<file path="src/rtl/char_cursor_ctrl_if.sv">
// Button/vsync inputs and glyph overlay outputs shared between the
// cursor controller (slave) and the display/panel side (master).
interface char_cursor_ctrl_if;
  logic       vsync;
  logic       btn_up;
  logic       btn_down;
  logic       btn_left;
  logic       btn_right;
  logic       btn_chr;
  logic       btn_col;
  logic       blink_en;
  logic [9:0] posx;
  logic [8:0] posy;
  logic [1:0] chr;
  logic       chr_a;
  logic [8:0] rgb;
  logic       blink;
  logic       frame_tick;

  modport master (
    output vsync, btn_up, btn_down, btn_left, btn_right, btn_chr, btn_col, blink_en,
    input  posx, posy, chr, chr_a, rgb, blink, frame_tick
  );

  modport slave (
    input  vsync, btn_up, btn_down, btn_left, btn_right, btn_chr, btn_col, blink_en,
    output posx, posy, chr, chr_a, rgb, blink, frame_tick
  );
endinterface

</file>
<file path="src/rtl/char_cursor_ctrl.sv">
// Character overlay sequencer: frame-synchronous cursor motion with auto-repeat,
// glyph/colour select and blink. Define CURSOR_WRAP_EN to wrap at screen edges.
module char_cursor_ctrl #(
  parameter int unsigned X_INIT       = 312,
  parameter int unsigned Y_INIT       = 232,
  parameter int unsigned X_MAX        = 632,
  parameter int unsigned Y_MAX        = 464,
  parameter int unsigned STEP         = 8,
  parameter int unsigned HOLD_FRAMES  = 10,
  parameter int unsigned BLINK_FRAMES = 30
) (
  input logic               clk,
  input logic               reset,
  char_cursor_ctrl_if.slave bus
);

  typedef enum logic [1:0] {IDLE, PRESS, REPEAT} state_t;

  localparam logic signed [10:0] X_MAX_S    = 11'(X_MAX);
  localparam logic signed [9:0]  Y_MAX_S    = 10'(Y_MAX);
  localparam logic signed [10:0] STEP_X     = 11'(STEP);
  localparam logic signed [9:0]  STEP_Y     = 10'(STEP);
  localparam logic [7:0]         HOLD_LAST  = 8'(HOLD_FRAMES - 1);
  localparam logic [7:0]         BLINK_LAST = 8'(BLINK_FRAMES - 1);

  // bit order: vsync, up, down, left, right, chr, col
  logic [6:0] raw, s1, s2, s3;
  assign raw = {bus.vsync, bus.btn_up, bus.btn_down, bus.btn_left,
                bus.btn_right, bus.btn_chr, bus.btn_col};

  always_ff @(posedge clk or negedge reset) begin
    if (!reset) begin
      s1 <= '0;
      s2 <= '0;
      s3 <= '0;
    end else begin
      s1 <= raw;
      s2 <= s1;
      s3 <= s2;
    end
  end

  logic vsync_fall, chr_rise, col_rise;
  logic up, down, left, right, held;
  assign vsync_fall = s3[6] & ~s2[6];
  assign up         = s2[5];
  assign down       = s2[4];
  assign left       = s2[3];
  assign right      = s2[2];
  assign chr_rise   = s2[1] & ~s3[1];
  assign col_rise   = s2[0] & ~s3[0];
  assign held       = (right ^ left) | (down ^ up);

  state_t             state, state_n;
  logic [7:0]         hold_cnt, hold_cnt_n, hold_inc;
  logic               step_en;
  logic               frame_tick;
  logic [9:0]         posx;
  logic [8:0]         posy;
  logic signed [10:0] dx, x_sum;
  logic signed [9:0]  dy, y_sum;
  logic [9:0]         x_next;
  logic [8:0]         y_next;

  assign hold_inc = hold_cnt + 8'd1;

  always_ff @(posedge clk or negedge reset) begin
    if (!reset) state <= IDLE;
    else        state <= state_n;
  end

  always_comb begin
    state_n = state;
    if (frame_tick) begin
      unique case (state)
        IDLE:    if (held) state_n = PRESS;
        PRESS:   if (!held) state_n = IDLE;
                 else if (hold_inc == HOLD_LAST) state_n = REPEAT;
        REPEAT:  if (!held) state_n = IDLE;
        default: state_n = IDLE;
      endcase
    end
  end

  always_comb begin
    step_en    = 1'b0;
    hold_cnt_n = hold_cnt;
    if (frame_tick && held) begin
      unique case (state)
        IDLE:    begin step_en = 1'b1; hold_cnt_n = '0; end
        PRESS:   hold_cnt_n = hold_inc;
        REPEAT:  step_en = 1'b1;
        default: hold_cnt_n = '0;
      endcase
    end
  end

  always_comb begin
    dx = '0;
    dy = '0;
    if (right && !left)      dx = STEP_X;
    else if (left && !right) dx = -STEP_X;
    if (down && !up)         dy = STEP_Y;
    else if (up && !down)    dy = -STEP_Y;
    x_sum = $signed({1'b0, posx}) + dx;
    y_sum = $signed({1'b0, posy}) + dy;
`ifdef CURSOR_WRAP_EN
    if (x_sum < 0)            x_next = X_MAX_S[9:0];
    else if (x_sum > X_MAX_S) x_next = '0;
    else                      x_next = x_sum[9:0];
    if (y_sum < 0)            y_next = Y_MAX_S[8:0];
    else if (y_sum > Y_MAX_S) y_next = '0;
    else                      y_next = y_sum[8:0];
`else
    if (x_sum < 0)            x_next = '0;
    else if (x_sum > X_MAX_S) x_next = X_MAX_S[9:0];
    else                      x_next = x_sum[9:0];
    if (y_sum < 0)            y_next = '0;
    else if (y_sum > Y_MAX_S) y_next = Y_MAX_S[8:0];
    else                      y_next = y_sum[8:0];
`endif
  end

  always_ff @(posedge clk or negedge reset) begin
    if (!reset) begin
      hold_cnt   <= '0;
      posx       <= 10'(X_INIT);
      posy       <= 9'(Y_INIT);
      frame_tick <= 1'b0;
    end else begin
      hold_cnt   <= hold_cnt_n;
      frame_tick <= vsync_fall;
      if (step_en) begin
        posx <= x_next;
        posy <= y_next;
      end
    end
  end

  logic [1:0] chr;
  logic       chr_a;
  logic [2:0] pal_idx;
  logic [8:0] pal_rgb, rgb;
  logic       blink;
  logic [7:0] blink_cnt;

  always_comb begin
    unique case (pal_idx)
      3'd0: pal_rgb = 9'h1FF;
      3'd1: pal_rgb = 9'h1C0;
      3'd2: pal_rgb = 9'h038;
      3'd3: pal_rgb = 9'h007;
      3'd4: pal_rgb = 9'h1F8;
      3'd5: pal_rgb = 9'h03F;
      3'd6: pal_rgb = 9'h1C7;
      default: pal_rgb = 9'h092;
    endcase
  end

  always_ff @(posedge clk or negedge reset) begin
    if (!reset) begin
      chr     <= '0;
      chr_a   <= 1'b0;
      pal_idx <= '0;
      rgb     <= 9'h1FF;
    end else begin
      if (chr_rise)   chr     <= chr + 2'd1;
      if (frame_tick) chr_a   <= 1'b1;
      if (col_rise)   pal_idx <= pal_idx + 3'd1;
      rgb <= pal_rgb;
    end
  end

  // blink_en is a level control sampled directly so dropping it forces blink on the next edge
  always_ff @(posedge clk or negedge reset) begin
    if (!reset) begin
      blink     <= 1'b1;
      blink_cnt <= '0;
    end else if (!bus.blink_en) begin
      blink     <= 1'b1;
      blink_cnt <= '0;
    end else if (frame_tick) begin
      if (blink_cnt == BLINK_LAST) begin
        blink_cnt <= '0;
        blink     <= ~blink;
      end else begin
        blink_cnt <= blink_cnt + 8'd1;
      end
    end
  end

  assign bus.posx       = posx;
  assign bus.posy       = posy;
  assign bus.chr        = chr;
  assign bus.chr_a      = chr_a;
  assign bus.rgb        = rgb;
  assign bus.blink      = blink;
  assign bus.frame_tick = frame_tick;

endmodule

</file>
<file path="src/flat_wrapper.sv">
// flat-port wrapper written by rule: the top's interface ports become plain ports
module char_cursor_ctrl_flat 
#(
  parameter int unsigned X_INIT       = 312,
  parameter int unsigned Y_INIT       = 232,
  parameter int unsigned X_MAX        = 632,
  parameter int unsigned Y_MAX        = 464,
  parameter int unsigned STEP         = 8,
  parameter int unsigned HOLD_FRAMES  = 10,
  parameter int unsigned BLINK_FRAMES = 30
)
  (clk, reset, bus_vsync, bus_btn_up, bus_btn_down, bus_btn_left, bus_btn_right, bus_btn_chr, bus_btn_col, bus_blink_en, bus_posx, bus_posy, bus_chr, bus_chr_a, bus_rgb, bus_blink, bus_frame_tick);
  char_cursor_ctrl_if bus_i ();
  input logic clk;
  input logic reset;
  input wire logic [$bits(bus_i.vsync)-1:0] bus_vsync;
  input wire logic [$bits(bus_i.btn_up)-1:0] bus_btn_up;
  input wire logic [$bits(bus_i.btn_down)-1:0] bus_btn_down;
  input wire logic [$bits(bus_i.btn_left)-1:0] bus_btn_left;
  input wire logic [$bits(bus_i.btn_right)-1:0] bus_btn_right;
  input wire logic [$bits(bus_i.btn_chr)-1:0] bus_btn_chr;
  input wire logic [$bits(bus_i.btn_col)-1:0] bus_btn_col;
  input wire logic [$bits(bus_i.blink_en)-1:0] bus_blink_en;
  output wire logic [$bits(bus_i.posx)-1:0] bus_posx;
  output wire logic [$bits(bus_i.posy)-1:0] bus_posy;
  output wire logic [$bits(bus_i.chr)-1:0] bus_chr;
  output wire logic [$bits(bus_i.chr_a)-1:0] bus_chr_a;
  output wire logic [$bits(bus_i.rgb)-1:0] bus_rgb;
  output wire logic [$bits(bus_i.blink)-1:0] bus_blink;
  output wire logic [$bits(bus_i.frame_tick)-1:0] bus_frame_tick;
  assign bus_i.vsync = bus_vsync;
  assign bus_i.btn_up = bus_btn_up;
  assign bus_i.btn_down = bus_btn_down;
  assign bus_i.btn_left = bus_btn_left;
  assign bus_i.btn_right = bus_btn_right;
  assign bus_i.btn_chr = bus_btn_chr;
  assign bus_i.btn_col = bus_btn_col;
  assign bus_i.blink_en = bus_blink_en;
  assign bus_posx = bus_i.posx;
  assign bus_posy = bus_i.posy;
  assign bus_chr = bus_i.chr;
  assign bus_chr_a = bus_i.chr_a;
  assign bus_rgb = bus_i.rgb;
  assign bus_blink = bus_i.blink;
  assign bus_frame_tick = bus_i.frame_tick;
  char_cursor_ctrl #(.X_INIT(X_INIT), .Y_INIT(Y_INIT), .X_MAX(X_MAX), .Y_MAX(Y_MAX), .STEP(STEP), .HOLD_FRAMES(HOLD_FRAMES), .BLINK_FRAMES(BLINK_FRAMES)) u_core (.clk(clk), .reset(reset), .bus(bus_i));
endmodule
</file>
<file path="config.mk">
export PLATFORM = sky130hd
export DESIGN_NAME = char_cursor_ctrl_flat
export DESIGN_NICKNAME = d
export VERILOG_FILES = /design/src/rtl/char_cursor_ctrl_if.sv /design/src/rtl/char_cursor_ctrl.sv /design/src/flat_wrapper.sv
export SDC_FILE = /design/constraint.sdc
export NUM_CORES = 1
export LEC_CHECK = 0
export ABC_CLOCK_PERIOD_IN_PS = 3800
export CAP_MARGIN = 20
export CORE_ASPECT_RATIO = 1.5
export CORE_MARGIN = 4
export CORE_UTILIZATION = 55
export CTS_CLUSTER_DIAMETER = 100
export CTS_CLUSTER_SIZE = 8
export DETAILED_ROUTE_END_ITERATION = 10
export PLACE_DENSITY = 0.78
export SETUP_SLACK_MARGIN = 0.15
export SLEW_MARGIN = 20
export SYNTH_ARGS = -nofsm -noshare
export SYNTH_HDL_FRONTEND = slang
export SYNTH_SLANG_ARGS = --single-unit
</file>
<file path="constraint.sdc">
create_clock -name clk -period 3.8 [get_ports clk]
set_input_delay 0.76 -clock clk [delete_from_list [all_inputs] [get_ports clk]]
set_output_delay 0.76 -clock clk [all_outputs]
set_load 0.02 [all_outputs]
</file>
==> results.yml <==
outcome:
  status: "completed"
clock_network:
  insertion_delay_ns: 0.34
  cts_sinks: 62
  h-tree-depth: 3
  clkSlewWorstSetupHoldPaths_ns: 0.07
  cts-root-buf: "clkbuf_8"
  cts_tree: "done"
  clock_path_buffers: 2
  cts_hold_buf: 0
  cts_buffers: 9
  cts-resized-gates: 0
  cts.repair_timing.setup_buffer_count: 0
setup_path:
  cp_slowest_stage_delay_ns: 0.47
  r2r_cells: 9
  worst_setup_path_start_kind: "flop"
  critPathKind: "flop to flop"
  cpMaxStageDelayCell: "fa_1"
  crit_chain: "ha_1 -> inv_1 -> ha_1 -> fa_1 -> and3b_1 -> a2111oi_1 -> nor3_2 -> or4_1 -> o221ai_1"
  path_max_fanout: 8
  r2r_end: "u_core.bus.posy[7]"
  crit_path_frequent_cell: "ha_1"
  rrSetupSlack_ns: 0.93
  crit_required_ns: 4.06
  cp-end-kind: "flop"
  worstPathArrival_ns: 3.13
  reg2reg_from: "u_core.s2[5]"
die:
  start_util_pct: 57.52
  fp.dieW_um: 74.08
  ios: 43
  die_y_um: 107.1
  core-area_um2: 6262
  die-area_um2: 7935
  rows: 35
timing:
  setup_viol: 0
  hold_viol_final: 0
  tightest_slew_ns: 0.7948
  fmax_ghz: 0.3488
  finalCritPeriodShare_pct: 75.45
  slew_headroom_pct: 47.01
  fin_tns_setup_ns: 0
  rsz0062_at_grt: "no"
  drv_slew: 0
  finalClockSkew_ns: 0.01182
  finalCriticalPeriod_ns: 2.867
synth:
  yosysSeqAreaShare_pct: 43.59
  ys_ff_latch: 62
  yosysMostFrequentCell: "dfrtp_1"
  synth_cell_type_count: 65
  synth_common_cells: "dfrtp_1, nand2_1, o21ai_0"
  ys_warn_count: 0
  syn_area_per_cell_um2: 9.683
  async_reset_ff_share_pct: 100.0
  synthCells: 372
  syn-cell-area_um2: 3602
  synth_top_cell_by_area: "dfrtp_1"
  yosysTopAreaCellShare_pct: 32.65
  synth-edff-count: 0
  ys.flop_type: "dfrtp_1"
  synth_area_leaders: "dfrtp_1, dfstp_2, ha_1, nand2_1, o21ai_0"
finish:
  synthToLayoutAreaGrowth_pct: 14.28
  drive_gt1_share_pct: 11.66
  final_nets: 429
  fillCellCount: 503
  fin_util_pct: 65.73
  fin_cells: 477
  diodes: 0
place:
  dp_cells: 461
  dp_hpwl_um: 4949
  placement.io_buffers: 36
  gp_congestion: 0.8549
global_routing:
  grt_pass1_wl_um: 12040
  grt_overflow_total: 0
  antenna_found_initial: 0
  grt_pass1_vias: 2766
  grt_max_degree: 33
  grt_util_all_layers_pct: 19.21
pwr:
  p_int_mw: 1.652
  p_per_area_nw_per_um2: 649.3
  switching_share_pct: 38.20
  p_sw_mw: 1.021
  pwr-share-seq_pct: 38.6
  p_clk_share_pct: 21.3
  pwr-share-comb_pct: 40.0
  leakage_nw: 1.761
  irDropWorstVdd_mv: 0.4480
drt:
  vias_per_cell: 5.872
  ant_nets: 0
  vias: 2801
  routed_wl_um: 6912
  drc_errors: 0
  drt_first_pass_iters: 4
  drt_first_iter_violations: 86
  post_drt_wl_per_cell_um: 14.49
worst_hold_path:
  hp-start: "u_core.s1[4]"
  hold_path_depth: 0
  min_path_type: "flop to flop"
  min_to: "u_core.s2[4]"
flow_run:
  cap_violations: 0
cells by family after synthesis:
group | Yosys count | share of synthesized area, %
fa+ha+maj | 21 | 7.503
compound gates | 97 | 18.65
xor+xnor | 22 | 5.766
flops | 62 | 43.59
simple gates | 121 | 17.26
mux | 3 | 0.8684
buf+inv | 45 | 6.252
other cells | 1 | 0.1041
through the flow:
step                total power [mW]  instance area [um2]  hold slack (ns)  worst slack [ns]
floorplan                      1.764                 3621           0.3312             1.114
global placement               2.072                 3919           0.3340             1.019
detailed placement             2.109                 3919           0.3372            0.9511
CTS                            2.691                 4116           0.3522            0.9255
global route                   2.859                 4116           0.3535            0.7407
finish                         2.673                 4116           0.3471            0.9327
how the worst max path moves through the flow:
stage / from / endpoint / cells after the start
after global placement: u_core.s2[5] / u_core.bus.posy[7] / 9
after global routing: u_core.s2[4] / u_core.bus.posy[7] / 10
after detailed placement: u_core.s2[5] / u_core.bus.posy[7] / 9
after CTS: u_core.s2[5] / u_core.bus.posy[7] / 9
final: u_core.s2[5] / u_core.bus.posy[7] / 9
after floorplan: u_core.s2[5] / u_core.bus.posy[7] / 9
routing by layer:
metal,track usage (%),share of wire (%),vias up
li1,-,-,1362
met1,22.70,41,1368
met2,32.68,53,57
met3,3.565,3.3,14
met4,9.326,2.3,0
met5,0,0,-
power by group through the flow:
stage / sequential, mW / clock [mW] / combinational [mW]
after global placement: 1.03 / 0 / 1.04
after global routing: 1.06 / 0.611 / 1.19
final: 1.03 / 0.570 / 1.07
after CTS: 1.03 / 0.583 / 1.08
after detailed placement: 1.04 / 0 / 1.07
after floorplan: 1.09 / 0 / 0.679
registers in the layout, summed over array words and instances, names as in the netlist:
name and count:
u_core.bus.posx 7, u_core.bus.rgb 6, u_core.hold_cnt 8, u_core.bus.chr 2
u_core.pal_idx 3, u_core.s1 7, u_core.bus.blink 1, u_core.s3 3
u_core.bus.chr_a 1, u_core.bus.posy 6, u_core.state 2, u_core.bus.frame_tick 1
u_core.s2 7, u_core.blink_cnt 8
critical path, delay by kind of cell, from the launching register on:
family | cells | cell delay (ns)
adder cells (fa/ha/maj) | 3 | 1.00
buffers and inverters | 1 | 0.06
AND/OR/NAND/NOR | 3 | 0.81
flip-flops | 1 | 0.38
AO/OA/AOI/OAI | 2 | 0.54
layout by cell type (no fill, tap or decap), types with 3 or more instances in the layout:
master	netlist	routed
clkbuf_8	0	9
nand2_1	37	37
clkdlybuf4s50_1	0	35
a21oi_1	16	16
a22oi_1	3	3
o31ai_1	8	8
nor2_1	20	20
xnor2_1	11	11
a21o_1	5	5
nand3_1	17	17
nand2b_1	9	9
o22ai_1	3	3
a31oi_1	4	4
ha_1	20	20
dfrtp_1	47	47
o21ai_0	24	24
o221ai_1	3	3
dfstp_2	15	15
o21ai_1	4	4
inv_1	17	17
conb_1	1	6
o41ai_1	3	3
nand4b_1	3	3
nor3_1	10	10
xor2_1	10	10
nor2b_1	5	5
layout make-up:
class                           instances  area (um2)  area share, %
Multi-Input combinational cell        270        1826          44.35
Sequential cell                        62        1570          38.15
Timing Repair Buffer                   37       362.8          8.815
Clock buffer                            9       123.9          3.009
Tap cell                               74       92.59          2.249
Clock inverter                          7       73.82          1.793
Inverter                               18       67.56          1.641
Power figures use the tool's default switching activity.
